## src/rtl/tank_pkg.sv

```systemverilog
// Shared constants, turret direction encoding and the turret sprite image for the
// turret sprite fetch pipeline.
package tank_pkg;

    localparam int SPRITE_DIM = 32;
    localparam int SCREEN_W   = 640;
    localparam int SCREEN_H   = 480;
    localparam int COORD_W    = 10;
    localparam int IDX_W      = 8;
    localparam int SPR_AW     = $clog2(SPRITE_DIM);
    localparam int ROM_AW     = 2 * SPR_AW;

    localparam logic [IDX_W-1:0] TRANSP_IDX = '0;

    typedef enum logic [1:0] {
        DIR_UP    = 2'd0,
        DIR_RIGHT = 2'd1,
        DIR_DOWN  = 2'd2,
        DIR_LEFT  = 2'd3
    } dir_t;

    // Sprite image as a closed-form pattern: column 0 is transparent, every
    // other texel encodes its own row/column so each address reads back distinctly.
    function automatic logic [IDX_W-1:0] turret_texel(input logic [ROM_AW-1:0] a);
        logic [SPR_AW-1:0] u;
        logic [SPR_AW-1:0] v;
        u = a[SPR_AW-1:0];
        v = a[ROM_AW-1:SPR_AW];
        if (u == '0) return TRANSP_IDX;
        return {v[2:0], u} + IDX_W'(v[4:3]);
    endfunction

endpackage

```

## src/rtl/turret1_sprite_fetch_if.sv

```systemverilog
// Pixel stream and turret state bundle between the VGA timing/game logic
// (master) and the turret sprite fetch pipeline (slave).
interface turret1_sprite_fetch_if import tank_pkg::*; ();

    logic               pixel_en;
    logic               frame_start;
    logic [COORD_W-1:0] DrawX;
    logic [COORD_W-1:0] DrawY;
    logic [COORD_W-1:0] turret_x;
    logic [COORD_W-1:0] turret_y;
    logic [1:0]         turret_dir;
    logic               turret_alive;
    logic [IDX_W-1:0]   pix_index;
    logic               pix_valid;

    modport master (
        output pixel_en, frame_start, DrawX, DrawY,
        output turret_x, turret_y, turret_dir, turret_alive,
        input  pix_index, pix_valid
    );

    modport slave (
        input  pixel_en, frame_start, DrawX, DrawY,
        input  turret_x, turret_y, turret_dir, turret_alive,
        output pix_index, pix_valid
    );

endinterface

```

## src/rtl/turret1_rom.sv

```systemverilog
// 1024-entry turret index ROM, one-cycle synchronous read gated by the pixel strobe.
module turret1_rom import tank_pkg::*; (
    input  logic              Clk,
    input  logic              Reset_n,
    input  logic              en,
    input  logic [ROM_AW-1:0] addr,
    output logic [IDX_W-1:0]  q
);

    always_ff @(posedge Clk or negedge Reset_n) begin
        if (!Reset_n)
            q <= '0;
        else if (en)
            q <= turret_texel(addr);
    end

endmodule

```

## src/rtl/turret1_sprite_fetch.sv

```systemverilog
// Turret sprite fetch: per-pixel hit test and rotation against frame-latched turret
// state, ROM lookup, palette index out two pixel strobes later.
module turret1_sprite_fetch import tank_pkg::*; (
    input  logic                 Clk,
    input  logic                 Reset_n,
    turret1_sprite_fetch_if.slave bus
);

    localparam logic [SPR_AW-1:0] M = SPR_AW'(SPRITE_DIM - 1);

    logic [COORD_W-1:0] x_l, y_l;
    dir_t               dir_l;
    logic               alive_l;

    logic signed [COORD_W:0] dx, dy;
    logic                    hit_s0;
    logic [SPR_AW-1:0]       u, v;
    logic [ROM_AW-1:0]       rom_addr;
    logic [IDX_W-1:0]        rom_q, idx_d2;
    logic [2:1]              vld_pipe;

    // Turret state only changes at frame_start so the sprite never tears mid-frame.
    always_ff @(posedge Clk or negedge Reset_n) begin
        if (!Reset_n) begin
            x_l     <= '0;
            y_l     <= '0;
            dir_l   <= DIR_UP;
            alive_l <= 1'b0;
        end else if (bus.frame_start) begin
            x_l     <= bus.turret_x;
            y_l     <= bus.turret_y;
            dir_l   <= dir_t'(bus.turret_dir);
            alive_l <= bus.turret_alive;
        end
    end

    // One extra bit keeps the subtraction signed, so pixels left/above the sprite
    // go negative instead of wrapping back into range.
    assign dx     = $signed({1'b0, bus.DrawX}) - $signed({1'b0, x_l});
    assign dy     = $signed({1'b0, bus.DrawY}) - $signed({1'b0, y_l});
    assign hit_s0 = (dx[COORD_W:SPR_AW] == '0) && (dy[COORD_W:SPR_AW] == '0);

    always_comb begin
        u = dx[SPR_AW-1:0];
        v = dy[SPR_AW-1:0];
        case (dir_l)
            DIR_UP:    begin u = dx[SPR_AW-1:0];     v = dy[SPR_AW-1:0];     end
            DIR_RIGHT: begin u = dy[SPR_AW-1:0];     v = M - dx[SPR_AW-1:0]; end
            DIR_DOWN:  begin u = M - dx[SPR_AW-1:0]; v = M - dy[SPR_AW-1:0]; end
            DIR_LEFT:  begin u = M - dy[SPR_AW-1:0]; v = dx[SPR_AW-1:0];     end
            default:   ;
        endcase
    end

    assign rom_addr = {v, u};

    turret1_rom u_rom (
        .Clk     (Clk),
        .Reset_n (Reset_n),
        .en      (bus.pixel_en),
        .addr    (rom_addr),
        .q       (rom_q)
    );

    always_ff @(posedge Clk or negedge Reset_n) begin
        if (!Reset_n) begin
            vld_pipe <= '0;
            idx_d2   <= '0;
        end else if (bus.pixel_en) begin
            vld_pipe <= {vld_pipe[1], hit_s0 & alive_l};
            idx_d2   <= rom_q;
        end
    end

    assign bus.pix_valid = vld_pipe[2] && (idx_d2 != TRANSP_IDX);
    assign bus.pix_index = bus.pix_valid ? idx_d2 : '0;

endmodule

```

## src/flat_wrapper.sv

```systemverilog
// flat-port wrapper written by rule: the top's interface ports become plain ports
module turret1_sprite_fetch_flat import tank_pkg::*;
  (Clk, Reset_n, bus_pixel_en, bus_frame_start, bus_DrawX, bus_DrawY, bus_turret_x, bus_turret_y, bus_turret_dir, bus_turret_alive, bus_pix_index, bus_pix_valid);
  turret1_sprite_fetch_if bus_i ();
  input  logic Clk;
  input  logic Reset_n;
  input wire logic [$bits(bus_i.pixel_en)-1:0] bus_pixel_en;
  input wire logic [$bits(bus_i.frame_start)-1:0] bus_frame_start;
  input wire logic [$bits(bus_i.DrawX)-1:0] bus_DrawX;
  input wire logic [$bits(bus_i.DrawY)-1:0] bus_DrawY;
  input wire logic [$bits(bus_i.turret_x)-1:0] bus_turret_x;
  input wire logic [$bits(bus_i.turret_y)-1:0] bus_turret_y;
  input wire logic [$bits(bus_i.turret_dir)-1:0] bus_turret_dir;
  input wire logic [$bits(bus_i.turret_alive)-1:0] bus_turret_alive;
  output wire logic [$bits(bus_i.pix_index)-1:0] bus_pix_index;
  output wire logic [$bits(bus_i.pix_valid)-1:0] bus_pix_valid;
  assign bus_i.pixel_en = bus_pixel_en;
  assign bus_i.frame_start = bus_frame_start;
  assign bus_i.DrawX = bus_DrawX;
  assign bus_i.DrawY = bus_DrawY;
  assign bus_i.turret_x = bus_turret_x;
  assign bus_i.turret_y = bus_turret_y;
  assign bus_i.turret_dir = bus_turret_dir;
  assign bus_i.turret_alive = bus_turret_alive;
  assign bus_pix_index = bus_i.pix_index;
  assign bus_pix_valid = bus_i.pix_valid;
  turret1_sprite_fetch u_core (.Clk(Clk), .Reset_n(Reset_n), .bus(bus_i));
endmodule
```

## config.mk

```make
export PLATFORM = sky130hd
export DESIGN_NAME = turret1_sprite_fetch_flat
export DESIGN_NICKNAME = d
export VERILOG_FILES = /design/src/rtl/tank_pkg.sv /design/src/rtl/turret1_sprite_fetch_if.sv /design/src/rtl/turret1_rom.sv /design/src/rtl/turret1_sprite_fetch.sv /design/src/flat_wrapper.sv
export SDC_FILE = /design/constraint.sdc
export NUM_CORES = 1
export LEC_CHECK = 0
export ABC_AREA = 0
export CAP_MARGIN = 20
export CELL_PAD_IN_SITES_DETAIL_PLACEMENT = 0
export CELL_PAD_IN_SITES_GLOBAL_PLACEMENT = 1
export CORE_MARGIN = 4
export CORE_UTILIZATION = 43
export CTS_CLUSTER_DIAMETER = 60
export DETAILED_ROUTE_END_ITERATION = 10
export GPL_TIMING_DRIVEN = 0
export PLACE_DENSITY = 0.94
export SLEW_MARGIN = 20
export SYNTH_ARGS = -nofsm -noshare
export SYNTH_HDL_FRONTEND = slang
export SYNTH_SLANG_ARGS = --single-unit
```

## constraint.sdc

```tcl
create_clock -name Clk -period 6.3 [get_ports Clk]
set_input_delay 1.89 -clock Clk [delete_from_list [all_inputs] [get_ports Clk]]
set_output_delay 1.89 -clock Clk [all_outputs]
set_load 0.005 [all_outputs]
```

==> impl_metrics.py <==
metrics = {
    "worst_setup_path": {
        "worst_setup_path_start_kind": "input pin",
        "endpoint_kind": "flop",
        "crit_arrival_ns": 5.19,
        "reg2reg_to": "u_core.u_rom.q[7]",
        "rrSetupSlack_ns": 3.01,
        "r2r_start": "u_core.y_l[0]",
        "critPathRequiredTime_ns": 6.51,
        "rr_worst_depth": 15,
        "worst-setup-path-type": "in2reg",
        "crit_fanout": 3,
    },
    "timing": {
        "whs_ns": 0.493,
        "report.final.hold_viol_count": 0,
        "fin_setup_tns_ns": 0,
        "finalCritPeriodShare": 0.790,
        "finalCriticalPeriod_ns": 4.98,
        "setup_viol": 0,
        "tightest_slew_ns": 0.542,
        "setup_slack_ns": 1.32,
        "relSlewSlack": 0.639,
        "skew_ns": 0.00910,
        "rsz0062_at_grt": "no",
        "fmaxAchievable_mhz": 201,
        "slew_violations": 0,
    },
    "clock_network": {
        "clkLatencyLatePin_ns": 0.30,
        "clock_sinks": 41,
        "hold_buffers": 0,
        "cts.clk_slew.worst_paths_ns": 0.09,
        "cts_buffers": 5,
        "cts_setup_buffers": 0,
        "cts_tree": "built",
        "clk_path_buf_depth": 2,
        "root_buffer": "clkbuf_8",
        "htree_levels": 2,
        "cts_resized": 0,
    },
    "floorplanning": {
        "fp-row-count": 30,
        "die_w_um": 92.4,
        "core_area_um2": 6870,
        "io_pins": 56,
        "dieHeight_um": 92.4,
        "initial_core_util": 0.446,
        "dieArea_um2": 8540,
    },
    "hold_path": {
        "whs_endpoint": "u_core.u_rom.q[6]",
        "hold_path.startpoint": "u_core.u_rom.q[6]",
        "whs_path_depth": 2,
        "hold_path_class": "reg2reg",
    },
    "yosys": {
        "ys_ff_latch": 41,
        "syn_nets": 424,
        "synth.top_cell.area_share": 0.335,
        "synth-edff-count": 0,
        "synth_seq_area_share": 0.335,
        "synth_cell_types": 54,
        "async_reset_ff_frac": 1.00,
        "synthFlopType": "dfrtp_1",
        "synth_area_leaders": "dfrtp_1, ha_1, nand2_1",
        "yosys.area.top_type": "dfrtp_1",
        "synthCells": 352,
        "avgSynthCellArea_um2": 8.71,
        "yosys_warnings": 0,
        "netlist_area_um2": 3070,
    },
    "detailed_routing": {
        "via_per_inst": 5.17,
        "vias": 2635,
        "wl_per_cell_um": 13.6,
        "drc": 0,
        "wl_um": 6930,
        "antenna_left": 0,
        "drtIter0Drc": 103,
        "dr.pass1.iters": 4,
    },
    "placed_design": {
        "gp_congestion": 0.826,
        "dp.cells": 502,
        "dpl.hpwl_um": 5500,
        "pre_cts_slack_ns": 0.983,
        "io_buffer_count": 53,
    },
    "finish": {
        "multi_input_area_um2": 1840,
        "syn_to_final_growth_pct": 24.5,
        "fin_util": 0.556,
        "regArea_um2": 1030,
        "final_cells": 510,
        "n_antenna_cell": 0,
        "nNetsFinal": 485,
        "drive_gt1_frac": 0.0918,
        "fillers": 662,
    },
    "flow_run": {
        "cap_violations": 0,
    },
    "global_route": {
        "antenna_found_initial": 0,
        "grt_pass1_vias": 2561,
        "grt_max_degree": 31,
        "track_usage": 0.172,
        "grt_remaining_overflow": 0,
        "grt_pass1_wl_um": 12000,
    },
    "power": {
        "irDropWorstVdd_mv": 0.0995,
        "switching_share": 0.367,
        "powerDensity_nw_per_um2": 241,
        "combinationalPowerShare": 0.423,
        "seqPwrFrac": 0.388,
        "p_sw_uw": 338,
        "internal-power_uw": 583,
        "power.share.clock": 0.189,
        "p_leak_uw": 0.00164,
    },
    "run_status": {
        "status": "completed",
    },
}
-- metal layers --
layer	wire length [µm]	track usage	up-vias
met1	3330	0.242	1209
met2	3070	0.270	71
met3	429	0.0276	8
met4	95	0.0532	0
li1	-	-	1347
met5	0	0	-
-- final cells by class --
cell class | count | area share
plain buffers | 16 | 0.0177
flip-flops and latches | 41 | 0.269
inverters | 35 | 0.0344
multi-input cells | 260 | 0.482
well taps | 96 | 0.0315
clock buffers | 5 | 0.0180
repair buffers | 54 | 0.143
clock inverters | 3 | 0.00459
-- power by group through the flow --
stage                     registers (µW)  clock network (µW)  logic (µW)
after detailed placement             362                   0         390
after global routing                 366                 190         439
final                                358                 174         390
after global placement               359                   0         378
after CTS                            357                 180         392
after floorplan                      349                   0         291
-- through the flow --
step                cell area, µm²  power [µW]
global route                  3820         996
global placement              3720         736
finish                        3820         922
floorplan                     3070         640
detailed placement            3730         752
CTS                           3820         929
-- kinds of logic after synthesis --
kind of cell	synth area share
AO/OA/AOI/OAI	0.180
adder cells (fa/ha/maj)	0.109
multiplexers	0.0706
XOR/XNOR	0.0514
AND/OR/NAND/NOR	0.189
flip-flops	0.335
buffers and inverters	0.0649
-- cells in the mapped netlist (4+ instances only) --
cell      count
buf_2         6
nand3_1      10
mux2_2       13
nand3b_1      5
nor2_1       18
a21oi_1      18
mux2i_1       7
o21ai_0      27
xnor2_1      14
nand2_1      41
a21boi_0      4
inv_1        33
ha_1         22
nand2b_1      5
and2_1        9
clkbuf_1     10
dfrtp_1      41
a211oi_1      4
xor2_1        4
nor2b_1       4
nor3_1        7
-- flip-flops by register name (all words and copies together) (netlist names) --
signal	cells
u_core.y_l	10
u_core.u_rom.q	8
u_core.x_l	10
u_core.dir_l	2
u_core.idx_d2	8
u_core.alive_l	1
u_core.vld_pipe	2
-- worst max-delay path by stage --
| stage | from | to | slack [ns] | depth (start not counted) |
|---|---|---|---|---|
| global placement | bus_DrawY[0] | u_core.u_rom.q[7] | 1.10 | 17 |
| detailed placement | bus_DrawY[0] | u_core.u_rom.q[7] | 0.98 | 17 |
| floorplan | bus_DrawY[0] | u_core.u_rom.q[7] | 1.77 | 16 |
| finish | bus_DrawY[0] | u_core.u_rom.q[7] | 1.32 | 17 |
| CTS | bus_DrawY[0] | u_core.u_rom.q[7] | 1.31 | 17 |
| global route | bus_DrawY[0] | u_core.u_rom.q[7] | 1.05 | 17 |
-- layout by cell type (no fill, tap or decap), types with 3 or more instances in the layout --
| cell | Yosys | routed |
|---|---|---|
| a211oi_1 | 4 | 4 |
| mux2i_1 | 7 | 7 |
| xor2_1 | 4 | 4 |
| clkdlybuf4s50_1 | 0 | 52 |
| nor2b_1 | 4 | 4 |
| o21ai_0 | 27 | 27 |
| a21boi_0 | 4 | 4 |
| o31ai_1 | 3 | 3 |
| a21oi_1 | 18 | 18 |
| buf_2 | 6 | 7 |
| nand2_1 | 41 | 41 |
| nor2_1 | 18 | 18 |
| mux2_2 | 13 | 13 |
| nand3b_1 | 5 | 5 |
| nor4_1 | 3 | 3 |
| nor3_1 | 7 | 7 |
| inv_1 | 33 | 33 |
| o21a_1 | 3 | 3 |
| fa_1 | 3 | 3 |
| nand3_1 | 10 | 10 |
| dfrtp_1 | 41 | 41 |
| clkbuf_8 | 0 | 5 |
| a311oi_1 | 3 | 3 |
| xnor2_1 | 14 | 14 |
| nand2b_1 | 5 | 5 |
| clkbuf_1 | 10 | 10 |
| and2_1 | 9 | 9 |
| ha_1 | 22 | 22 |
-- critical path: stages --
cell             delay [ns]
clkdlybuf4s50_1        0.40
inv_1                  0.06
ha_1                   0.15
inv_1                  0.05
fa_1                   0.40
a21o_1                 0.21
a21oi_2                0.20
xnor2_1                0.13
mux2i_1                0.09
xnor2_1                0.29
inv_1                  0.09
ha_1                   0.29
a21o_1                 0.13
nor2b_1                0.27
nand3b_1               0.14
o41a_1                 0.33
o31ai_1                0.07
(Power assumes the default switching activity.)
